==> config.mk <==
export PLATFORM = sky130hd
export DESIGN_NAME = ctrl_flow
export DESIGN_NICKNAME = d
export VERILOG_FILES = /design/src/rtl/ctrl_flow.sv
export SDC_FILE = /design/constraint.sdc
export NUM_CORES = 1
export LEC_CHECK = 0
export ABC_CLOCK_PERIOD_IN_PS = 1700
export BUFFER_PORTS_ARGS = -buffer_cell sky130_fd_sc_hd__buf_4
export CORE_MARGIN = 10
export CORE_UTILIZATION = 50
export DETAILED_ROUTE_END_ITERATION = 8
export HOLD_SLACK_MARGIN = 0.03
export PLACE_DENSITY_LB_ADDON = 0.12
export SYNTH_ARGS = -nofsm -noshare
export SYNTH_HDL_FRONTEND = slang
export SYNTH_SLANG_ARGS = --single-unit
==> constraint.sdc <==
create_clock -name CLK -period 1.7 [get_ports CLK]
set_input_delay 0.255 -clock CLK [delete_from_list [all_inputs] [get_ports CLK]]
set_output_delay 0.255 -clock CLK [all_outputs]
set_load 0.005 [all_outputs]
==> src/rtl/ctrl_flow.sv <==
// ctrl_flow -- control-flow resolver between decode and the program counter.
//
// Resolves branch/jump/call/return/halt requests into the PC's branch_en,
// jump_en and Target inputs. It also provides the compare-equality flag EQ
// and the Halt freeze signal.
// Holds a writable branch-target LUT, the equality flag and (optionally)
// a return-address stack. A RUN/HALT/FAULT state machine freezes fetch.
//
// Optional feature macro: CTRL_FLOW_RAS_EN
//   defined     : return-address stack present (call pushes, ret pops)
//   not defined : no stack; call acts as jump, ret faults,
//                 rs_full=0 and rs_empty=1 constantly
//
// Ports:
//   CLK                 clock, all state changes on posedge
//   Init                asynchronous active-low reset
//   PC[8:0]             current program counter (return address source)
//   cmp_en, cmp_a/b     compare instruction and its 8-bit operands
//   br_req, jmp_req     conditional branch / unconditional jump requests
//   call_req, ret_req   call / return requests
//   halt_req, resume    enter / leave HALT
//   lut_idx             target LUT read index
//   lut_we/waddr/wdata  target LUT write port
//   branch_en, jump_en  to PC, combinational
//   Target[8:0]         to PC, combinational
//   EQ                  to PC, current compare result or stored flag
//   Halt                to PC, high in HALT and FAULT
//   rs_full, rs_empty   return-stack status
//   fault               sticky error (stack over/underflow)
module ctrl_flow #(
   parameter int RS_DEPTH = 4,
   parameter int LUT_AW   = 5
) (
   input  logic              CLK,
   input  logic              Init,
   input  logic [8:0]        PC,
   input  logic              cmp_en,
   input  logic [7:0]        cmp_a,
   input  logic [7:0]        cmp_b,
   input  logic              br_req,
   input  logic              jmp_req,
   input  logic              call_req,
   input  logic              ret_req,
   input  logic              halt_req,
   input  logic              resume,
   input  logic [LUT_AW-1:0] lut_idx,
   input  logic              lut_we,
   input  logic [LUT_AW-1:0] lut_waddr,
   input  logic [8:0]        lut_wdata,
   output logic              branch_en,
   output logic              jump_en,
   output logic [8:0]        Target,
   output logic              EQ,
   output logic              Halt,
   output logic              rs_full,
   output logic              rs_empty,
   output logic              fault
);

   localparam int PW = $clog2(RS_DEPTH) + 1;

   typedef enum logic [1:0] {
      ST_RUN   = 2'd0,
      ST_HALT  = 2'd1,
      ST_FAULT = 2'd2
   } state_t;

   state_t        state;
   state_t        state_nx;
   logic          eq_flag;
   logic          fault_q;
   logic          set_fault;
   logic          push;
   logic          pop;
   logic          br_c;
   logic          jmp_c;
   logic [8:0]    tgt_c;
   logic          cmp_eq;
   logic [8:0]    lut_rd;
   logic [8:0]    lut_mem [0:(1<<LUT_AW)-1];
   logic [PW-1:0] rs_cnt;
   logic [8:0]    rs_top;
   logic          rs_is_full;
   logic          rs_is_empty;

   // ---------------------------------------------------------------
   // Target LUT: no reset, synchronous write, asynchronous read, so a
   // same-cycle read of the written index sees the old contents.
   // ---------------------------------------------------------------
   always_ff @(posedge CLK) begin
      if (lut_we) begin
         lut_mem[lut_waddr] <= lut_wdata;
      end
   end

   assign lut_rd = lut_mem[lut_idx];

   // ---------------------------------------------------------------
   // Return-address stack
   // ---------------------------------------------------------------
`ifdef CTRL_FLOW_RAS_EN
   localparam int IW = $clog2(RS_DEPTH);

   logic [8:0] rs_mem [0:RS_DEPTH-1];

   assign rs_is_full  = (rs_cnt == PW'(RS_DEPTH));
   assign rs_is_empty = (rs_cnt == '0);
   // Only consumed when the stack is non-empty, so the wrap at count 0 is harmless.
   assign rs_top      = rs_mem[IW'(rs_cnt - PW'(1))];

   always_ff @(posedge CLK or negedge Init) begin
      if (!Init) begin
         rs_cnt <= '0;
      end else if (push) begin
         rs_cnt <= rs_cnt + PW'(1);
      end else if (pop) begin
         rs_cnt <= rs_cnt - PW'(1);
      end
   end

   // Return address wraps 511 -> 0 through the 9-bit add.
   always_ff @(posedge CLK) begin
      if (push) begin
         rs_mem[IW'(rs_cnt)] <= PC + 9'd1;
      end
   end
`else
   logic unused_ras;

   assign rs_cnt      = '0;
   assign rs_top      = '0;
   assign rs_is_full  = 1'b0;
   assign rs_is_empty = (rs_cnt == '0);
   assign unused_ras  = ^{PC, push, pop, rs_top};
`endif

   // ---------------------------------------------------------------
   // Control FSM: state register
   // ---------------------------------------------------------------
   always_ff @(posedge CLK or negedge Init) begin
      if (!Init) begin
         state   <= ST_RUN;
         eq_flag <= 1'b0;
         fault_q <= 1'b0;
      end else begin
         state <= state_nx;
         if (cmp_en) begin
            eq_flag <= cmp_eq;
         end
         if (set_fault) begin
            fault_q <= 1'b1;
         end
      end
   end

   assign cmp_eq = (cmp_a == cmp_b);

   // ---------------------------------------------------------------
   // Control FSM: next state and request resolution
   // Only the highest-priority request in RUN is honoured.
   // ---------------------------------------------------------------
   always_comb begin
      state_nx  = state;
      br_c      = 1'b0;
      jmp_c     = 1'b0;
      tgt_c     = lut_rd;
      push      = 1'b0;
      pop       = 1'b0;
      set_fault = 1'b0;
      unique case (state)
         ST_RUN: begin
            if (halt_req) begin
               state_nx = ST_HALT;
            end else if (ret_req) begin
`ifdef CTRL_FLOW_RAS_EN
               if (rs_is_empty) begin
                  state_nx  = ST_FAULT;
                  set_fault = 1'b1;
               end else begin
                  jmp_c = 1'b1;
                  tgt_c = rs_top;
                  pop   = 1'b1;
               end
`else
               state_nx  = ST_FAULT;
               set_fault = 1'b1;
`endif
            end else if (call_req) begin
`ifdef CTRL_FLOW_RAS_EN
               if (rs_is_full) begin
                  state_nx  = ST_FAULT;
                  set_fault = 1'b1;
               end else begin
                  jmp_c = 1'b1;
                  push  = 1'b1;
               end
`else
               jmp_c = 1'b1;
`endif
            end else if (jmp_req) begin
               jmp_c = 1'b1;
            end else if (br_req) begin
               br_c = 1'b1;
            end
         end
         ST_HALT: begin
            if (resume) begin
               state_nx = ST_RUN;
            end
         end
         ST_FAULT: begin
            state_nx = ST_FAULT;
         end
         default: begin
            state_nx = ST_FAULT;
         end
      endcase
   end

   // ---------------------------------------------------------------
   // Outputs: all forced low during reset except rs_empty.
   // ---------------------------------------------------------------
   assign branch_en = Init & br_c;
   assign jump_en   = Init & jmp_c;
   assign Target    = Init ? tgt_c : '0;
   assign EQ        = Init & (cmp_en ? cmp_eq : eq_flag);
   assign Halt      = Init & (state != ST_RUN);
   assign rs_full   = Init & rs_is_full;
   assign rs_empty  = ~Init | rs_is_empty;
   assign fault     = Init & fault_q;

endmodule
### After elaboration in Yosys (flattened, before gate mapping)

Memory sizes are Yosys's and may differ from the RTL's.
Index checks and enable logic that the tools add are counted.

| word-level totals | value |
|---|---|
| memories kept | 1 |
| register bits after elaboration | 4 |
| bits in writable memories | 288 |
| output and inout port bits | 16 |
| logic and storage cells | 38 |
| input port bits | 54 |

Memory list:

| name | depth | width | read ports | clocked after Yosys merged registers in | wr ports | line | RTL |
|---|---|---|---|---|---|---|---|
| lut_mem | 32 | 9 | 1 | 0 | 1 | 80 | `logic [8:0] lut_mem [0:(1<<LUT_AW)-1];` |

| cells by class | value |
|---|---|
| eq/ne operators | 4 |
| reductions and logical operators | 3 |
| bitwise gates (word level) | 5 |
| multiplexer cells | 22 |

Operators with widths:

| cell | count |
|---|---|
| $mux 1 | 17 |
| $mux 9 | 1 |
| $eq 8x8->1 | 1 |
| $mux 2 | 3 |
| $and 1x1->1 | 5 |
| $pmux 2 s2 | 1 |
| $ne 3x3->1 const B | 1 |
| $eq 2x1->1 const B | 1 |
| $logic_not 2->1 | 1 |
| $ne 2x2->1 const B | 1 |
| $reduce_and 2->1 | 1 |
| $reduce_bool 2->1 | 1 |

### Longest topological paths before layout

Gate-level depths: netlist of the first run.

| depth | value |
|---|---|
| word-level depth | 7 |
| gate-level depth with buffers | 7 |
| gate-level depth less buffers | 4 |

### Worst setup path before layout of the first run

No wires, ideal clock.

| timing | value |
|---|---|
| path kind | input -> output |
| start point | input lut_idx[0] |
| end point | output Target[0] |
| arrival time | 1.521 ns |
| stages on the path | 6 |
| data required time | 1.445 ns |
| path slack | -0.076 ns |
| buffers on the path | 2 |
| cell sequence | buf_6 -> buf_6 -> mux4_1 -> mux2_2 -> o221ai_1 -> a31oi_1 |

| between the ends | value |
|---|---|
| word-level cells in the longest chain between the ends | 2 |

Ends and longest elaborated chain:

| item | line | RTL |
|---|---|---|
| from (decl) | 46 | `input logic [LUT_AW-1:0] lut_idx,` |
| $mem_v2 32x9 | - |  |
| $mux 9 | 225 | `assign Target = Init ? tgt_c : '0;` |
| to (decl) | 52 | `output logic [8:0] Target,` |

Every way passes these cells.

### Final worst setup path of the first run

| timing | value |
|---|---|
| start point | memory lut_mem[3][6] |
| end point | output Target[6] |

| between the ends | value |
|---|---|
| word-level cells in the longest chain between the ends | 2 |

Ends and longest elaborated chain:

| item | line |
|---|---|
| from (decl) | 80 |
| $mem_v2 32x9 | - |
| $mux 9 | 225 |

Every way passes these cells.

==> results of run 1 <==
repair_timing:
action	CTS	global route
setup buffers	2	0
hold buffers	7	0
hold endpoints to repair	8	0
gates resized for setup	37	9
setup endpoints to repair	11	12
pin swaps	6	7
area by class of cell:
| cell class | instances | area, um^2 |
|---|---|---|
| sequential | 292 | 8748 |
| fill | 1585 | 8501 |
| multi-input combinational | 229 | 2905 |
| timing repair buffer | 134 | 1182 |
| clock buffer | 31 | 775.7 |
| tap | 285 | 356.6 |
| clock inverter | 25 | 232.7 |
| inverter | 2 | 7.507 |
per-stage QoR:
stage	setup WS (ps)	hold WS, ps	std cells	cell area, um^2	TNS, ps
final	-759.6	129.7	998	14210	-6400
after global routing	-855.8	133.7	998	14210	-7013
after CTS	-782.2	113.2	998	14160	-6572
after detailed placement	-527.8	130.0	933	12840	-4432
after global placement	-510.3	129.8	933	12840	-4278
after floorplan	-10.66	-40.59	553	11670	-43.71
report_power, final:
| part | leakage (nW) | total [W] | switching [W] | internal, W |
|---|---|---|---|---|
| sequential | 2.64 | 0.00801 | 0.0000181 | 0.00799 |
| clock | 0.488 | 0.00660 | 0.00268 | 0.00391 |
| combinational | 1.61 | 0.00110 | 0.000589 | 0.000509 |
| total | 4.74 | 0.0157 | 0.00329 | 0.0124 |
flip-flops by register name, indices dropped and copies added, names as in the netlist:
register / cells
eq_flag: 1
state: 2
lut_mem: 288
fault_q: 1
layer usage:
metal	GRT usage (%)	vias up	part of all wire (%)
li1	-	2568	-
met1	23.54	3109	42
met2	29.55	170	50
met3	3.055	44	5.8
met4	4.348	0	2.0
met5	0	-	0
worst paths after layout:
| check | from | endpoint | slack, ps | depth (start not counted) |
|---|---|---|---|---|
| setup / recovery | lut_mem[3][6]$_DFFE_PP_ | Target[6] | -760 | 5 |
| hold reg to reg | fault_q$_DFFE_PN0P_ | fault_q$_DFFE_PN0P_ | 500 | 2 |
| setup reg to reg | state[0]$_DFFE_PN0P_ | state[0]$_DFFE_PN0P_ | 350 | 3 |
| max in group asynchronous | Init | fault_q$_DFFE_PN0P_ | 1170 | 2 |
| min in group asynchronous | Init | state[0]$_DFFE_PN0P_ | 350 | 2 |
| hold / removal | lut_wdata[1] | lut_mem[25][1]$_DFFE_PP_ | 130 | 1 |
placed cells by master, fill, tap and decap left out, drive strengths merged, types with 5 or more instances in the layout:
| cell | n |
|---|---|
| o21ai | 7 |
| a31oi | 9 |
| mux2i | 18 |
| dlygate4sd3 | 7 |
| a221oi | 7 |
| mux4 | 63 |
| mux2 | 18 |
| nor2 | 42 |
| xor2 | 8 |
| clkbuf | 31 |
| clkinv | 16 |
| o221ai | 9 |
| nand3b | 5 |
| buf | 127 |
| edfxtp | 288 |
| nand2 | 7 |
| a22oi | 9 |
logic make-up after synthesis:
| group | synth area share (%) |
|---|---|
| buffers and inverters | 1.773 |
| XOR/XNOR | 0.6054 |
| AO/OA/AOI/OAI | 2.995 |
| multiplexers | 15.99 |
| AND/OR/NAND/NOR | 2.984 |
| flip-flops | 75.59 |
| other | 0.06489 |
worst reg2reg max path, cell delays in order (launching register included):
cell and delay, ps:
dfrtp_1 380, buf_4 150, a211oi_1 180, dlygate4sd3_1 580
==> results.json, run 1 <==
{
  "synth_top_cell_by_area": "edfxtp_1",
  "worst-endpoint-required_ps": 1440,
  "worstHoldPathType": "in2reg",
  "die_h_um": 172.1,
  "synth_top_area_share_pct": 74.72,
  "synth_common_cells": "288 x edfxtp_1, 50 x mux4_2, 41 x nor2_1, 18 x mux2_2, 18 x mux2i_1",
  "critPathMaxStageDelay_ps": 510,
  "ys_seq_area_share_pct": 75.59,
  "cp-end-kind": "output port",
  "synthCells": 553,
  "worstMarginPinSlew_ps": 676.0,
  "fin_skew_ps": 4.777,
  "crit_type": "reg2out",
  "fmax_ghz": 0.4066,
  "rows": 55,
  "cts_tree": "done",
  "cts_max_level": 1,
  "max_slew_margin_pct": 54.84,
  "drt_iter0_drc": 539,
  "viasPerCell": 5.903,
  "syn2layout_area_growth_pct": 22.77,
  "cp_max_fo": 1,
  "place.gp.congestion": 0.8586,
  "cts_made_buffers": 30,
  "p_leak_nw": 4.737,
  "ys.flop_type": "edfxtp_1",
  "grt_usage_pct": 17.63,
  "ys_warn_count": 0,
  "synthDistinctLibCells": 37,
  "setup_viol": 9,
  "yosysMostFrequentCell": "edfxtp_1",
  "root_buffer": "clkbuf_16",
  "cp-start-kind": "flip-flop",
  "crit_slowest_cell": "mux4_2",
  "grt_pass1_vias": 6220,
  "grt-ovfl-total": 0,
  "drc_errors": 0,
  "finalHoldViolations": 0,
  "core_area_um2": 22710,
  "die_w_um": 172.1,
  "avgSynthCellArea_um2": 20.93,
  "drive_gt1_share_pct": 39.27,
  "finalMaxSlewViolations": 0,
  "dieArea_um2": 29630,
  "power.total_w": 0.01571,
  "grt_pass1_wl_um": 38650,
  "antenna_found_initial": 0,
  "insertion_delay_ps": 550,
  "io_buffers": 58,
  "status": "finished with violations",
  "wirelength_um": 25780,
  "synth.ff_latch_count": 292,
  "path_clk_slew_ps": 60,
  "cellPowerDensity_nw_per_um2": 1105,
  "wl_per_cell_um": 25.83,
  "vdd_drop_max_mv": 0.9458,
  "synth_edf_count": 288,
  "async_flop_share_pct": 1.370,
  "finalCritPeriodShare_pct": 144.7,
  "cp.arrival_ps": 2200,
  "layout.nets": 743,
  "diodes": 0,
  "finalCriticalPeriod_ps": 2460,
  "critPathTopFamily": "multiplexers",
  "clockBufferDepth": 3,
  "initial_core_util_pct": 50.96,
  "rsz0062_at_grt": "yes",
  "grt_max_degree": 33,
  "failed_checks": "negative setup slack",
  "cts_sinks": 292,
  "synth.cell_area_um2": 11570,
  "final_util_pct": 62.57,
  "layout_setup_ws_ps": -759.6,
  "drtAntennaViolNets": 0,
  "crit_buf_inv": 1,
  "drtPass1Iterations": 5,
  "ys_top_cells_by_area": "edfxtp_1 75%, mux4_2 9.7%, mux4_1 3.0%",
  "dpl.hpwl_um": 16420,
  "io_pins": 70,
  "crit_chain": "mux4_2 > mux2_4 > o221ai_4 > a31oi_4 > buf_6",
  "cap_violations": 0,
  "via_count": 5891,
  "synth_nets": 607
}
No activity file was read; power rests on OpenSTA's default activity.
==> run 2, diff against run 1 <==
PLACE_DENSITY = 0.77   (was default)
PLACE_DENSITY_LB_ADDON = default   (was 0.12)
==> run 2 against run 1 <==
Effect of this change: the run still ends with negative setup slack left; cell count unchanged; wire length rose by 4.2%; clock power fell by 1%; global-route usage rose by 0.56 points; via count is 3.1% higher; clock skew decreased by 4.3 ps; total power shrank 0.39%; sequential cell count stayed put; core utilization up 0.19 points; first-iteration DRC count is 22% higher; non-clock buffer count is 3 higher; worst setup slack got worse by 4.5 ps; critical path type unchanged; critical endpoint is now Target[3]; highest routed layer unchanged.
==> results.json, run 2 (same netlist as run 1, synthesis figures left out) <==
{
  "cts_sinks": 292,
  "dieArea_um2": 29630,
  "grt_usage_pct": 18.19,
  "layout_setup_ws_ps": -764.1,
  "cp-start-kind": "flip-flop",
  "final_util_pct": 62.76,
  "crit_chain": "mux4_2 > mux2_4 > o221ai_4 > a31oi_4 > buf_6",
  "cellPowerDensity_nw_per_um2": 1098,
  "finalCriticalPeriod_ps": 2464,
  "viasPerCell": 6.083,
  "crit_type": "reg2out",
  "max_slew_margin_pct": 62.02,
  "die_h_um": 172.1,
  "cp_max_fo": 1,
  "finalHoldViolations": 0,
  "drtPass1Iterations": 5,
  "core_area_um2": 22710,
  "critPathTopFamily": "multiplexers",
  "syn2layout_area_growth_pct": 23.15,
  "status": "finished with violations",
  "finalMaxSlewViolations": 0,
  "use_met2_pct": 30.67,
  "die_w_um": 172.1,
  "tns_ps": -6580,
  "root_buffer": "clkbuf_16",
  "finalCritPeriodShare_pct": 144.9,
  "crit_slowest_cell": "mux4_2",
  "fin_skew_ps": 0.5048,
  "io_pins": 70,
  "worst-endpoint-required_ps": 1440,
  "grt-ovfl-total": 0,
  "initial_core_util_pct": 50.96,
  "layout_common_cells": "288 x edfxtp_1, 110 x buf_4, 62 x mux4_2",
  "cts_max_level": 1,
  "insertion_delay_ps": 540,
  "regMostFlops": "lut_mem",
  "failed_checks": "negative setup slack",
  "largest_reg_flops": 288,
  "busiest_layer": "met2",
  "rows": 55,
  "setup_viol": 9,
  "met3_usage_pct": 3.078,
  "cp.arrival_ps": 2210,
  "io_buffers": 58,
  "place.gp.congestion": 0.9866,
  "drive_gt1_share_pct": 40.11,
  "drc_errors": 0,
  "layout.nets": 745,
  "grt_pass1_vias": 6495,
  "grt_use_met1_pct": 23.70,
  "worstMarginPinSlew_ps": 569.7,
  "crit_buf_inv": 1,
  "drtAntennaViolNets": 0,
  "layout_commonest_cell": "edfxtp_1",
  "clockBufferDepth": 3,
  "cap_violations": 0,
  "p_leak_nw": 4.778,
  "wl_per_cell_um": 26.90,
  "cts_made_buffers": 29,
  "vdd_drop_max_mv": 1.034,
  "fmax_ghz": 0.4058,
  "cp-end-kind": "output port",
  "worstHoldPathType": "in2reg",
  "diodes": 0,
  "grt_max_degree": 33,
  "grt_pass1_wl_um": 40100,
  "drt_iter0_drc": 659,
  "cts_tree": "done",
  "path_clk_slew_ps": 60,
  "power.total_w": 0.01564,
  "via_count": 6071,
  "wirelength_um": 26850,
  "critPathMaxStageDelay_ps": 480,
  "top_regs": "lut_mem (288), state (2)",
  "rsz0062_at_grt": "yes",
  "dpl.hpwl_um": 16210,
  "antenna_found_initial": 0
}
[run 2: path summary, 6_finish.rpt]
| check | cells after the start | from | endpoint | slack (ps) |
|---|---|---|---|---|
| max | 5 | lut_mem[2][3]$_DFFE_PP_ | Target[3] | -760 |
| max in group asynchronous | 2 | Init | state[0]$_DFFE_PN0P_ | 1150 |
| min | 1 | lut_wdata[1] | lut_mem[30][1]$_DFFE_PP_ | 150 |
| min reg2reg | 2 | fault_q$_DFFE_PN0P_ | fault_q$_DFFE_PN0P_ | 480 |
| max reg2reg | 4 | state[0]$_DFFE_PN0P_ | state[0]$_DFFE_PN0P_ | 320 |
| min in group asynchronous | 2 | Init | eq_flag$_DFF_PN0_ | 370 |
[run 2: timing repair]
item                                    4_1_cts  5_1_grt
hold endpoints to repair                      8        0
buffers inserted                              2        0
endpoints found under the setup margin       11       11
hold buffers                                  6        0
resized for setup                            40        7
pin swaps                                     8        8
[run 2: where the power goes]
group          switching, W  internal, W
sequential        0.0000208      0.00799
clock               0.00260      0.00390
combinational      0.000606     0.000519
total               0.00323       0.0124
[run 2: metrics by stage]
stage / cells / setup WS (ps) / hold WS [ps] / area, um^2
floorplan: 553 / -10.66 / -40.59 / 11670
global placement: 937 / -502.1 / 124.2 / 12910
detailed placement: 937 / -573.3 / 129.3 / 12910
CTS: 998 / -757.9 / 125.9 / 14220
global route: 998 / -813.6 / 144.2 / 14250
finish: 998 / -764.1 / 151.1 / 14250
[run 2: layer usage]
metal	vias to the layer above	wire (um)
met2	331	13650
li1	2573	-
met3	44	2276
met4	0	507
met5	-	0
met1	3123	10410
[run 2: layout make-up]
cell class	instances	area, um^2
Clock inverter	17	191.4
Fill cell	1474	8457
Sequential cell	292	8748
Clock buffer	36	792.0
Inverter	2	7.507
Multi-Input combinational cell	229	2920
Tap cell	285	356.6
Timing Repair Buffer	137	1236
